===== src/rtl/piradspi_pkg.sv =====
// Types and constants shared by the piradspi blocks that parse SPI engine responses.
package piradspi_pkg;

  localparam int MAGIC_WIDTH    = 8;
  localparam int CMD_ID_WIDTH   = 8;
  localparam int XFER_LEN_WIDTH = 16;

  localparam logic [MAGIC_WIDTH-1:0] RESPONSE_MAGIC = 8'hA5;

  typedef logic [XFER_LEN_WIDTH-1:0] xfer_len_t;
  typedef logic [CMD_ID_WIDTH-1:0]   cmd_id_t;

  typedef struct packed {
    logic id_mismatch;
    logic bad_magic;
  } parser_err_t;

  typedef struct packed {
    cmd_id_t   id;
    xfer_len_t xfer_len;
  } exp_entry_t;

  typedef enum logic [2:0] {
    ST_IDLE,
    ST_HDR,
    ST_DATA,
    ST_DRAIN,
    ST_STATUS
  } parser_state_t;

endpackage


===== src/rtl/piradspi_exp_queue.sv =====
// Expected-command FIFO: pointer+wrap-bit full/empty, registered not-full flag.
module piradspi_exp_queue
  import piradspi_pkg::*;
#(
  parameter int DEPTH = 16
) (
  input  logic       clk,
  input  logic       rst,
  input  logic       push_valid,
  output logic       push_ready,
  input  exp_entry_t push_data,
  input  logic       pop,
  output exp_entry_t head,
  output logic       empty
);

  localparam int AW = $clog2(DEPTH);
  localparam int PW = AW + 1;

  exp_entry_t      mem [DEPTH];
  logic [AW:0]     wr_ptr;
  logic [AW:0]     rd_ptr;
  logic [AW:0]     wr_nxt;
  logic [AW:0]     rd_nxt;
  logic            do_push;
  logic            do_pop;

  assign empty   = (wr_ptr == rd_ptr);
  assign do_push = push_valid && push_ready;
  assign do_pop  = pop && !empty;
  assign wr_nxt  = wr_ptr + PW'(do_push);
  assign rd_nxt  = rd_ptr + PW'(do_pop);
  assign head    = mem[rd_ptr[AW-1:0]];

  // push_ready is low in reset and reflects the post-update occupancy, so a
  // pop on a full queue only reopens the slot on the following cycle.
  always_ff @(posedge clk or posedge rst) begin
    if (rst) begin
      wr_ptr     <= '0;
      rd_ptr     <= '0;
      push_ready <= 1'b0;
    end else begin
      wr_ptr     <= wr_nxt;
      rd_ptr     <= rd_nxt;
      push_ready <= !((wr_nxt[AW] != rd_nxt[AW]) &&
                      (wr_nxt[AW-1:0] == rd_nxt[AW-1:0]));
    end
  end

  always_ff @(posedge clk) begin
    if (do_push) mem[wr_ptr[AW-1:0]] <= push_data;
  end

endmodule


===== src/rtl/piradspi_resp_parser.sv =====
// Checks SPI engine response headers against the expected-command stream,
// strips them, frames the data words with tlast and emits one status per command.
module piradspi_resp_parser
  import piradspi_pkg::*;
#(
  parameter int DATA_WIDTH     = 32,
  parameter int XFER_LEN_WIDTH = piradspi_pkg::XFER_LEN_WIDTH,
  parameter int EXP_DEPTH      = 16,
  parameter int MAGIC_WIDTH    = piradspi_pkg::MAGIC_WIDTH,
  parameter int CMD_ID_WIDTH   = piradspi_pkg::CMD_ID_WIDTH
) (
  input  logic                                 clk,
  input  logic                                 rst,
  input  logic                                 exp_tvalid,
  output logic                                 exp_tready,
  input  logic [CMD_ID_WIDTH+XFER_LEN_WIDTH-1:0] exp_tdata,
  input  logic                                 s_axis_tvalid,
  output logic                                 s_axis_tready,
  input  logic [DATA_WIDTH-1:0]                s_axis_tdata,
  output logic                                 m_axis_tvalid,
  input  logic                                 m_axis_tready,
  output logic [DATA_WIDTH-1:0]                m_axis_tdata,
  output logic                                 m_axis_tlast,
  output logic                                 sts_valid,
  output logic [CMD_ID_WIDTH-1:0]              sts_id,
  output logic [1:0]                           sts_err
);

  localparam int NW = XFER_LEN_WIDTH + 1;

  function automatic logic [NW-1:0] calc_nwords(input xfer_len_t len);
    logic [NW-1:0] sum;
    sum = {1'b0, len} + NW'(DATA_WIDTH - 1);
    return sum / NW'(DATA_WIDTH);
  endfunction

  parser_state_t      state;
  exp_entry_t         q_head;
  logic               q_empty;
  cmd_id_t            cur_id;
  logic [NW-1:0]      cur_nwords;
  logic [NW-1:0]      cnt;
  parser_err_t        err;
  logic [MAGIC_WIDTH-1:0]  hdr_magic;
  logic [CMD_ID_WIDTH-1:0] hdr_id;

  piradspi_exp_queue #(.DEPTH(EXP_DEPTH)) u_exp_queue (
    .clk        (clk),
    .rst        (rst),
    .push_valid (exp_tvalid),
    .push_ready (exp_tready),
    .push_data  (exp_tdata),
    .pop        (state == ST_IDLE),
    .head       (q_head),
    .empty      (q_empty)
  );

  assign hdr_magic = s_axis_tdata[DATA_WIDTH-1 -: MAGIC_WIDTH];
  assign hdr_id    = s_axis_tdata[DATA_WIDTH-MAGIC_WIDTH-1 -: CMD_ID_WIDTH];

  // Single output register: take a new word whenever the slot is empty or draining.
  assign s_axis_tready = (state == ST_HDR) ||
                         ((state == ST_DATA) && (m_axis_tready || !m_axis_tvalid));

  always_ff @(posedge clk or posedge rst) begin
    if (rst) begin
      state         <= ST_IDLE;
      cur_id        <= '0;
      cur_nwords    <= '0;
      cnt           <= '0;
      err           <= '0;
      m_axis_tvalid <= 1'b0;
      m_axis_tdata  <= '0;
      m_axis_tlast  <= 1'b0;
      sts_valid     <= 1'b0;
      sts_id        <= '0;
      sts_err       <= '0;
    end else begin
      sts_valid <= 1'b0;
      if (m_axis_tvalid && m_axis_tready) m_axis_tvalid <= 1'b0;

      unique case (state)
        ST_IDLE: begin
          if (!q_empty) begin
            cur_id     <= q_head.id;
            cur_nwords <= calc_nwords(q_head.xfer_len);
            state      <= ST_HDR;
          end
        end
        ST_HDR: begin
          if (s_axis_tvalid) begin
            err.bad_magic   <= (hdr_magic != RESPONSE_MAGIC);
            err.id_mismatch <= (hdr_id != cur_id);
            cnt             <= cur_nwords;
            state           <= (cur_nwords == '0) ? ST_STATUS : ST_DATA;
          end
        end
        ST_DATA: begin
          if (s_axis_tvalid && s_axis_tready) begin
            m_axis_tvalid <= 1'b1;
            m_axis_tdata  <= s_axis_tdata;
            m_axis_tlast  <= (cnt == NW'(1));
            cnt           <= cnt - NW'(1);
            if (cnt == NW'(1)) state <= ST_DRAIN;
          end
        end
        ST_DRAIN: begin
          // Status must never overtake the final data beat.
          if (m_axis_tvalid && m_axis_tready) state <= ST_STATUS;
        end
        ST_STATUS: begin
          sts_valid <= 1'b1;
          sts_id    <= cur_id;
          sts_err   <= err;
          state     <= ST_IDLE;
        end
        default: state <= ST_IDLE;
      endcase
    end
  end

endmodule


===== config.mk =====
export PLATFORM = sky130hd
export DESIGN_NAME = piradspi_resp_parser
export DESIGN_NICKNAME = d
export VERILOG_FILES = /design/src/rtl/piradspi_pkg.sv /design/src/rtl/piradspi_exp_queue.sv /design/src/rtl/piradspi_resp_parser.sv
export SDC_FILE = /design/constraint.sdc
export NUM_CORES = 1
export LEC_CHECK = 0
export ABC_AREA = 0
export CORE_UTILIZATION = 46
export CTS_BUF_LIST = sky130_fd_sc_hd__clkbuf_2 sky130_fd_sc_hd__clkbuf_4 sky130_fd_sc_hd__clkbuf_8
export CTS_CLUSTER_DIAMETER = 100
export DETAILED_ROUTE_END_ITERATION = 8
export PLACE_DENSITY_LB_ADDON = 0.3
export SLEW_MARGIN = 0
export SYNTH_ARGS = -nofsm -noshare
export SYNTH_HDL_FRONTEND = slang
export SYNTH_SLANG_ARGS = --single-unit

===== constraint.sdc =====
create_clock -name clk -period 5.1 [get_ports clk]
set_input_delay 1.275 -clock clk [delete_from_list [all_inputs] [get_ports clk]]
set_output_delay 1.275 -clock clk [all_outputs]
set_load 0.05 [all_outputs]

==> results.toml, run 1 <==
[hold_path]
min-delay-start = "cnt[16]"
hold_depth = 1
hp-class = "flip-flop to flip-flop"

[power]
power_density_mw_per_mm2 = 385
vdd_drop_max_v = 0.000171
power_leakage_nw = 7.73

[detailed_routing]
drtPass1Iterations = 5
wl_per_cell_um = 22.0
vias = 9910
viasPerCell = 5.56
drc_errors = 0
drt_iter0_drc = 828
drtAntennaViolNets = 0
wl_mm = 39.2

[logic_synthesis]
synth-main-ff-cell = "edfxtp_1"
synth_top_family_by_area = "multiplexers"
synthDistinctLibCells = 63
synth_xor_area_frac = 0.0133
synth-async-reset-ratio = 0.203
synth_adder_area_share = 0.00393
synth_edf_count = 384
synth_seq_cells = 482
muxShareOfSynthArea = 0.141
synth_area_per_cell_um2 = 18.6
synth_simple_gate_area_frac = 0.0551
yosys_warnings = 0
syn_nets = 1092
yosysSeqAreaShare = 0.732
synthCells = 1025
synth_compound_area_frac = 0.0358
netlist_area_mm2 = 0.0191

[setup_path]
cp.arrival_ns = 3.01
critPathTopFamily = "buffers and inverters"
r2r_end = "u_exp_queue.push_ready"
crit_chain = "clkdlybuf4s50_1, nand2b_1, a21oi_1, nor2_1, clkdlybuf4s50_1"
path_buf_inv = 2
critPathMaxStageDelay_ns = 0.82
cpMaxStageDelayCell = "clkdlybuf4s50_1"
path_class = "input port to primary output"
crit_cells = 5
crit_fanout = 2
rrSetupSlack_ns = 1.50
cp-start-kind = "input port"
endpoint = "s_axis_tready"
worstRegToRegCells = 12
end_kind = "primary output"
path_common_cell = "clkdlybuf4s50_1"
r2r-start = "u_exp_queue.rd_ptr[1]"
worst_ep_required_time_ns = 3.83
startpoint = "m_axis_tready"

[global_routing]
antenna_found_initial = 2
grt_max_degree = 75
grt_pass1_wl_mm = 58.6
grt_pass1_vias = 9917
grt_overflow = 0
track_usage = 0.188

[cts]
cts_tree = "built"
clk_pin_slew_ns = 0.05
clockBufferDepth = 3
cts_resized = 0
clk-insertion-delay-late_ns = 0.62
cts_setup_buffers = 0
clkSinkCount = 482
numCtsBuffers = 79
cts_max_level = 3
cts_root_buf = "clkbuf_8"
hold_buffers = 0

[placement]
place_hpwl_mm = 22.4
post-place-ws_ns = 0.837
numPortBuffers = 107
placed_area_mm2 = 0.0209
gp_congestion = 0.755

[run_status]
outcome = "completed"

[finish]
utilization = 0.548
final_area_mm2 = 0.0224
drive_gt1_frac = 0.241
num_antenna_cells = 0
area_growth_pct = 17.2
fin_nets = 1258
fillers = 3171

[timing]
period_share = 0.840
tightest_slew_ns = 1.06
min_period_ns = 4.28
max_slew_margin = 0.292
fmax_mhz = 234
tns_ns = 0
final_hold_viol_count = 0
setup_violations = 0
drv_slew = 0
setup_ws_ns = 0.818
finalClockSkew_ns = 0.0206
rsz0062_at_grt = "false"

[floorplanning]
floorplan.initialDensity = 0.467
die-area_mm2 = 0.0424
core_mm2 = 0.0409
die_h_um = 206
pin_count = 108
dieWidth_um = 206
row_count = 74

[job]
drv_cap = 0
worst min path at each step:
stage              end  slack, ns
2_1_floorplan  cnt[16]       0.44
3_5_place_dp   cnt[16]       0.47
3_3_place_gp   cnt[16]       0.47
4_1_cts        cnt[16]       0.48
5_1_grt        cnt[16]       0.50
6_report       cnt[16]       0.49
final cells by class:
class / instances / area, um2 / area share
Sequential cell: 482 / 14000 / 0.624
Multi-Input combinational cell: 481 / 4830 / 0.215
Clock buffer: 118 / 1390 / 0.0622
Timing Repair Buffer: 135 / 1330 / 0.0594
Tap cell: 532 / 666 / 0.0297
Clock inverter: 23 / 150 / 0.00670
Inverter: 12 / 47.5 / 0.00212
stage by stage:
step | total power [mW] | hold WS, ns | std cells
4_1_cts | 8.72 | 0.485 | 1783
2_1_floorplan | 5.10 | 0.439 | 1025
3_5_place_dp | 5.45 | 0.472 | 1642
6_report | 8.62 | 0.486 | 1783
5_1_grt | 8.94 | 0.496 | 1783
3_3_place_gp | 5.42 | 0.472 | 1642
report_power, final:
part	switching [mW]	internal (mW)
sequential	0.0995	4.60
combinational	0.444	0.222
clock	1.46	1.80
sequential cells by signal, indices dropped and copies added (netlist names), 2 cells and up:
register	count
err	2
u_exp_queue.wr_ptr	5
u_exp_queue.mem	384
cnt	17
sts_err	2
sts_id	8
cur_nwords	12
u_exp_queue.rd_ptr	5
state	3
cur_id	8
m_axis_tdata	32
cell usage in the layout (no fill, tap or decap), drive strengths merged, types with 18 or more instances in the layout:
cell	synthesis	routed
clkdlybuf4s50	0	107
edfxtp	384	384
o21ai	36	36
mux2	54	54
nor3	18	18
clkbuf	22	118
nor2	61	61
dfrtp	98	98
buf	28	28
nor4	22	22
mux4	86	86
nand2	34	34
worst reg2reg max path: cells and delay by family, from the launching register on:
kind	cells	cell delay (ns)
xor+xnor	3	0.47
fa+ha+maj	2	0.44
buf+inv	1	0.13
flops	1	1.12
simple gates	6	1.30
routing by layer:
layer	share of wire	vias to the layer above	global-route usage
met1	0.45	5055	0.260
met4	0.024	2	0.0636
li1	-	4474	-
met3	0.055	81	0.0412
met5	0.00028	-	0
met2	0.47	298	0.296
cell usage after synthesis, drive strengths merged, types with 12 or more instances:
cell | number | area share
edfxtp | 384 | 0.60
dfrtp | 98 | 0.13
mux4 | 86 | 0.11
nor2 | 61 | 0.012
mux2 | 54 | 0.032
o21ai | 36 | 0.0094
nand2 | 34 | 0.0067
buf | 28 | 0.012
clkbuf | 22 | 0.0045
nor4 | 22 | 0.0075
nor3 | 18 | 0.0047
a21oi | 16 | 0.0042
nand3 | 16 | 0.0042
xor2 | 15 | 0.0069
xnor2 | 14 | 0.0064
inv | 12 | 0.0024
cell families after synthesis:
group,Yosys count
DFF,482
and+or+nand+nor,201
muxes,145
AOI/OAI and AO/OA,100
buffers and inverters,62
xor gates and xnor gates,29
adders and majority gates,6
Note: power is estimated with default switching activity, not from simulation.
==> inputs of run 2 (changes only) <==
==> constraint.sdc (replaced) <==
create_clock -name clk -period 3.91 [get_ports clk]
set_input_delay 0.9775 -clock clk [delete_from_list [all_inputs] [get_ports clk]]
set_output_delay 0.9775 -clock clk [all_outputs]
set_load 0.05 [all_outputs]
==> run 2 against run 1 <==
Global-route usage rose by 0.41 points. Register-to-register slack worse by 0.87 ns. Worst hold slack got worse by 0.0080 ns. Final cell count is 0.56% higher. Sequential share of layout area barely moved. Combinational power rose by 32%. Core utilization is essentially flat. Clock skew increased by 0.0029 ns. Flip-flop and latch count stayed put. Clock power is 28% higher. Wire length rose by 1.6%. Clock-buffer cell count shrank 6. Critical path type is now flip-flop to flip-flop. Highest routed layer is now met4.
==> results.toml, run 2 (synthesis gave the netlist of run 1 again) <==
[cts]
clockBufferDepth = 3
cts_max_level = 3
numCtsBuffers = 79
clk-insertion-delay-late_ns = 0.62
cts_root_buf = "clkbuf_8"
cts_tree = "built"
hold_buffers = 0
cts_setup_buffers = 0
clkSinkCount = 482
cts_resized = 0
clk_pin_slew_ns = 0.06

[setup_path]
end_kind = "flip-flop"
critPathMaxStageDelay_ns = 0.84
crit_chain = "buf_4, buf_4, nor3_1, nand2_1, a41oi_1, o21ai_1, nand2_1, or4_1, a31oi_1"
path_buf_inv = 2
cpMaxStageDelayCell = "dfrtp_4"
cp-start-kind = "flip-flop"
critPathTopFamily = "simple AND/OR/NAND/NOR gates"
worst_ep_required_time_ns = 4.44
path_class = "flip-flop to flip-flop"
crit_fanout = 36
cp.arrival_ns = 3.81

[finish]
multiInputGateArea_mm2 = 0.00483
utilization = 0.548
final_cell_mix = "384 x edfxtp_1, 106 x clkdlybuf4s50_1, 95 x dfrtp_1"
num_antenna_cells = 0
fillers = 3211
drive_gt1_frac = 0.246
stdcell_count = 1793
regArea_mm2 = 0.0140
area_growth_pct = 17.3
final_common_cell = "edfxtp_1"
largest_reg_flops = 384
fin_nets = 1271

[detailed_routing]
drt_iter0_drc = 706
vias = 10100
drc_errors = 0
drtAntennaViolNets = 0
wl_mm = 39.8
wl_per_cell_um = 22.2
drtPass1Iterations = 5
viasPerCell = 5.61

[placement]
post-place-ws_ns = 0.664
numPortBuffers = 107
dp_cells = 1655
gp_congestion = 0.789
place_hpwl_mm = 23.5

[global_routing]
grt_overflow = 0
track_usage = 0.192
grt_max_degree = 62
antenna_found_initial = 0
grt_pass1_wl_mm = 60.0
grt_pass1_vias = 10100

[timing]
rsz0062_at_grt = "false"
min_period_ns = 3.28
drv_slew = 0
period_share = 0.839
finalClockSkew_ns = 0.0234
max_slew_margin = 0.405
tightest_slew_ns = 0.889
fmax_mhz = 305
setup_violations = 0
setup_ws_ns = 0.629
tns_ns = 0
final_hold_viol_count = 0

[power]
pwr-share-clk = 0.372
p_switching_mw = 2.62
p_int_mw = 8.55
power_density_mw_per_mm2 = 498
sw_frac_of_total = 0.234
power_leakage_nw = 7.77
p_comb_frac = 0.079
power_frac_seq = 0.549
vdd_drop_max_v = 0.000312

[run_status]
outcome = "completed"

[floorplanning]
dieWidth_um = 206
pin_count = 108
die-area_mm2 = 0.0424
core_mm2 = 0.0409
floorplan.initialDensity = 0.467
die_h_um = 206
row_count = 74

[job]
drv_cap = 0

[hold_path]
hp-class = "flip-flop to flip-flop"
[run 2: layout make-up]
class / instances / share of cell area
well taps: 532 / 0.0297
multi-input cells: 481 / 0.215
inverters: 12 / 0.00212
clock inverters: 26 / 0.00536
flip-flops and latches: 482 / 0.624
clock buffers: 112 / 0.0615
repair buffers: 148 / 0.0619
[run 2: worst paths after layout]
path / start / endpoint / slack, ns / depth (start not counted)
max in group asynchronous: rst / m_axis_tdata[9] / 2.27 / 3
min reg2reg: cnt[16] / cnt[16] / 0.48 / 1
min: cnt[16] / cnt[16] / 0.48 / 1
max reg2reg: u_exp_queue.rd_ptr[0] / cur_nwords[9] / 0.63 / 9
max: u_exp_queue.rd_ptr[0] / cur_nwords[9] / 0.63 / 9
min in group asynchronous: rst / u_exp_queue.wr_ptr[3] / 0.88 / 2
[run 2: metal layers]
layer	vias up	GRT usage	routed length, um
met5	-	0	0
met4	0	0.0530	624
met1	5188	0.267	17800
met3	53	0.0407	2380
met2	316	0.308	19100
li1	4500	-	-
[run 2: metrics by stage]
step                      power [mW]  hold WS [ns]  area (um2)
after floorplan                 6.65         0.439       19100
after global placement          7.09         0.460       20900
after detailed placement        7.12         0.462       20900
after CTS                       11.3         0.482       22400
after global routing            11.6         0.514       22400
final                           11.2         0.478       22400
[run 2: power groups by stage]
stage / Sequential (mW) / Combinational, mW / Clock [mW]
3_3_place_gp: 6.21 / 0.877 / 0
3_5_place_dp: 6.23 / 0.891 / 0
6_report: 6.13 / 0.878 / 4.16
5_1_grt: 6.16 / 0.939 / 4.48
2_1_floorplan: 6.17 / 0.483 / 0
4_1_cts: 6.13 / 0.893 / 4.26
==> inputs of run 3 (changes only) <==
==> constraint.sdc (replaced) <==
create_clock -name clk -period 2.79 [get_ports clk]
set_input_delay 0.6975 -clock clk [delete_from_list [all_inputs] [get_ports clk]]
set_output_delay 0.6975 -clock clk [all_outputs]
set_load 0.05 [all_outputs]
==> run 3 against run 2 <==
Power grew 42%. Combinational power increased by 67%. Core utilization rose by 1.7 points. Final cell count rose by 2.0%. Maximum frequency increased by 22%. Worst hold slack improved by 0.019 ns. Flip-flop and latch count unchanged. Non-clock buffer count grew 44. Clock skew shrank 0.0011 ns. Design area rose by 3.2%. Via count increased by 1.6%. Clock-buffer cell count shrank 11. Critical path type unchanged. Critical endpoint is now cur_nwords[8]. Largest cell class unchanged.
==> results.toml, run 3 (synthesis gave the netlist of run 1 again) <==
[run_status]
outcome = "completed"

[floorplanning]
row_count = 74
floorplan.initialDensity = 0.467
die_h_um = 206
core_mm2 = 0.0409
die-area_mm2 = 0.0424
dieWidth_um = 206
pin_count = 108

[setup_path]
cpMaxStageDelayCell = "dfrtp_4"
r2r_end = "cur_nwords[8]"
rrSetupSlack_ns = 0.09
crit_chain = "buf_12, nor4b_1, a221oi_2, a311oi_2, buf_4, nor4b_4, nand2_2, buf_6, or4_1, nand3_1"
cp-start-kind = "flip-flop"
end_kind = "flip-flop"
cp.arrival_ns = 3.25
worstRegToRegCells = 10
path_buf_inv = 3
r2r-start = "u_exp_queue.rd_ptr[1]"
path_class = "flip-flop to flip-flop"
critPathMaxStageDelay_ns = 0.51
worst_ep_required_time_ns = 3.34
critPathTopFamily = "simple AND/OR/NAND/NOR gates"
crit_fanout = 8

[placement]
gp_congestion = 0.795
post-place-ws_ns = -0.0233
place_hpwl_mm = 24.4
numPortBuffers = 107

[detailed_routing]
drc_errors = 0
viasPerCell = 5.59
wl_mm = 40.0
drtAntennaViolNets = 0
drt_iter0_drc = 759
wl_per_cell_um = 21.8
drtPass1Iterations = 4
vias = 10200

[power]
sw_frac_of_total = 0.234
pwr-share-clk = 0.367
p_comb_frac = 0.093
power_frac_seq = 0.540
vdd_drop_max_v = 0.000390
p_int_mw = 12.1
p_switching_mw = 3.71
power_leakage_nw = 8.08
power_density_mw_per_mm2 = 684

[hold_path]
hold_depth = 1
hp-class = "flip-flop to flip-flop"
min-delay-start = "cnt[16]"
hold_end = "cnt[16]"

[global_routing]
grt_pass1_vias = 10400
grt_pass1_wl_mm = 60.2
grt_overflow = 0
grt_max_degree = 99
antenna_found_initial = 1
track_usage = 0.194

[finish]
drive_gt1_frac = 0.279
largest_reg_flops = 384
final_common_cell = "edfxtp_1"
utilization = 0.565
final_cell_mix = "384 x edfxtp_1, 106 x clkdlybuf4s50_1, 95 x dfrtp_1"
area_growth_pct = 21.0
fin_nets = 1313

[timing]
finalClockSkew_ns = 0.0224
rsz0062_at_grt = "false"
min_period_ns = 2.70
tightest_slew_ns = 0.698
finalHoldWorstSlack_ns = 0.497
max_slew_margin = 0.533
drv_slew = 0
final_hold_viol_count = 0
setup_violations = 0
period_share = 0.968
fmax_mhz = 370
setup_ws_ns = 0.0901

[cts]
clockBufferDepth = 3
clkSinkCount = 482
clk-insertion-delay-late_ns = 0.62
cts_tree = "built"
clk_pin_slew_ns = 0.06
numCtsBuffers = 77
cts_max_level = 3
cts_root_buf = "clkbuf_8"

[job]
drv_cap = 0
## run 3: changes by cell type in the layout (fill, tap and decap cells not counted), sizes merged
cell | previous run | this run
buf | 42 | 86
clkbuf | 112 | 101
bufinv | 0 | 2
clkinv | 23 | 21
diode | 0 | 2
clkinvlp | 2 | 3
## run 3: stage by stage
stage / std cells / power [mW] / cell area (um2) / setup TNS, ns
after global routing: 1827 / 16.4 / 23100 / 0
final: 1829 / 15.8 / 23100 / 0
after global placement: 1694 / 10.1 / 21500 / 0
after CTS: 1825 / 16.0 / 23100 / 0
after floorplan: 1025 / 9.33 / 19200 / -0.0578
after detailed placement: 1694 / 10.2 / 21500 / -0.0429
## run 3: per-layer routing
| metal | GRT usage | part of all wire |
|---|---|---|
| met1 | 0.262 | 0.43 |
| met2 | 0.313 | 0.48 |
| met3 | 0.0405 | 0.066 |
| met4 | 0.0664 | 0.024 |
| met5 | 0 | 0 |
## run 3: power groups by stage
stage               Combinational [mW]  Clock (mW)  Sequential [mW]
floorplan                        0.693           0             8.64
global placement                  1.46           0             8.66
detailed placement                1.48           0             8.69
CTS                               1.49        5.97             8.55
global route                      1.57        6.25             8.58
finish                            1.47        5.81             8.54
## run 3: worst max path at each step
stage	from	endpoint	slack (ns)	depth (start not counted)
2_1_floorplan	u_exp_queue.rd_ptr[1]	u_exp_queue.push_ready	-0.06	17
3_3_place_gp	u_exp_queue.rd_ptr[1]	cur_nwords[8]	0.04	9
3_5_place_dp	u_exp_queue.rd_ptr[1]	cur_nwords[9]	-0.02	8
4_1_cts	u_exp_queue.rd_ptr[0]	cur_nwords[8]	0.03	7
5_1_grt	u_exp_queue.rd_ptr[2]	cur_nwords[8]	0.002	9
6_report	u_exp_queue.rd_ptr[1]	cur_nwords[8]	0.09	10
## run 3: what timing repair did
action,4_1_cts,5_1_grt
endpoints found under the setup margin,2,8
pin swaps,0,3
hold buffers,0,0
setup buffers,3,2
resized for setup,0,13
## run 3: area by class of cell
| cell class | instances | area (um2) |
|---|---|---|
| inverter | 12 | 51.3 |
| antenna | 2 | 5.00 |
| sequential | 482 | 14000 |
| timing repair buffer | 192 | 2050 |
| clock inverter | 27 | 191 |
| clock buffer | 101 | 1280 |
| multi-input combinational | 481 | 4890 |
| fill | 3085 | 17800 |
| tap | 532 | 666 |
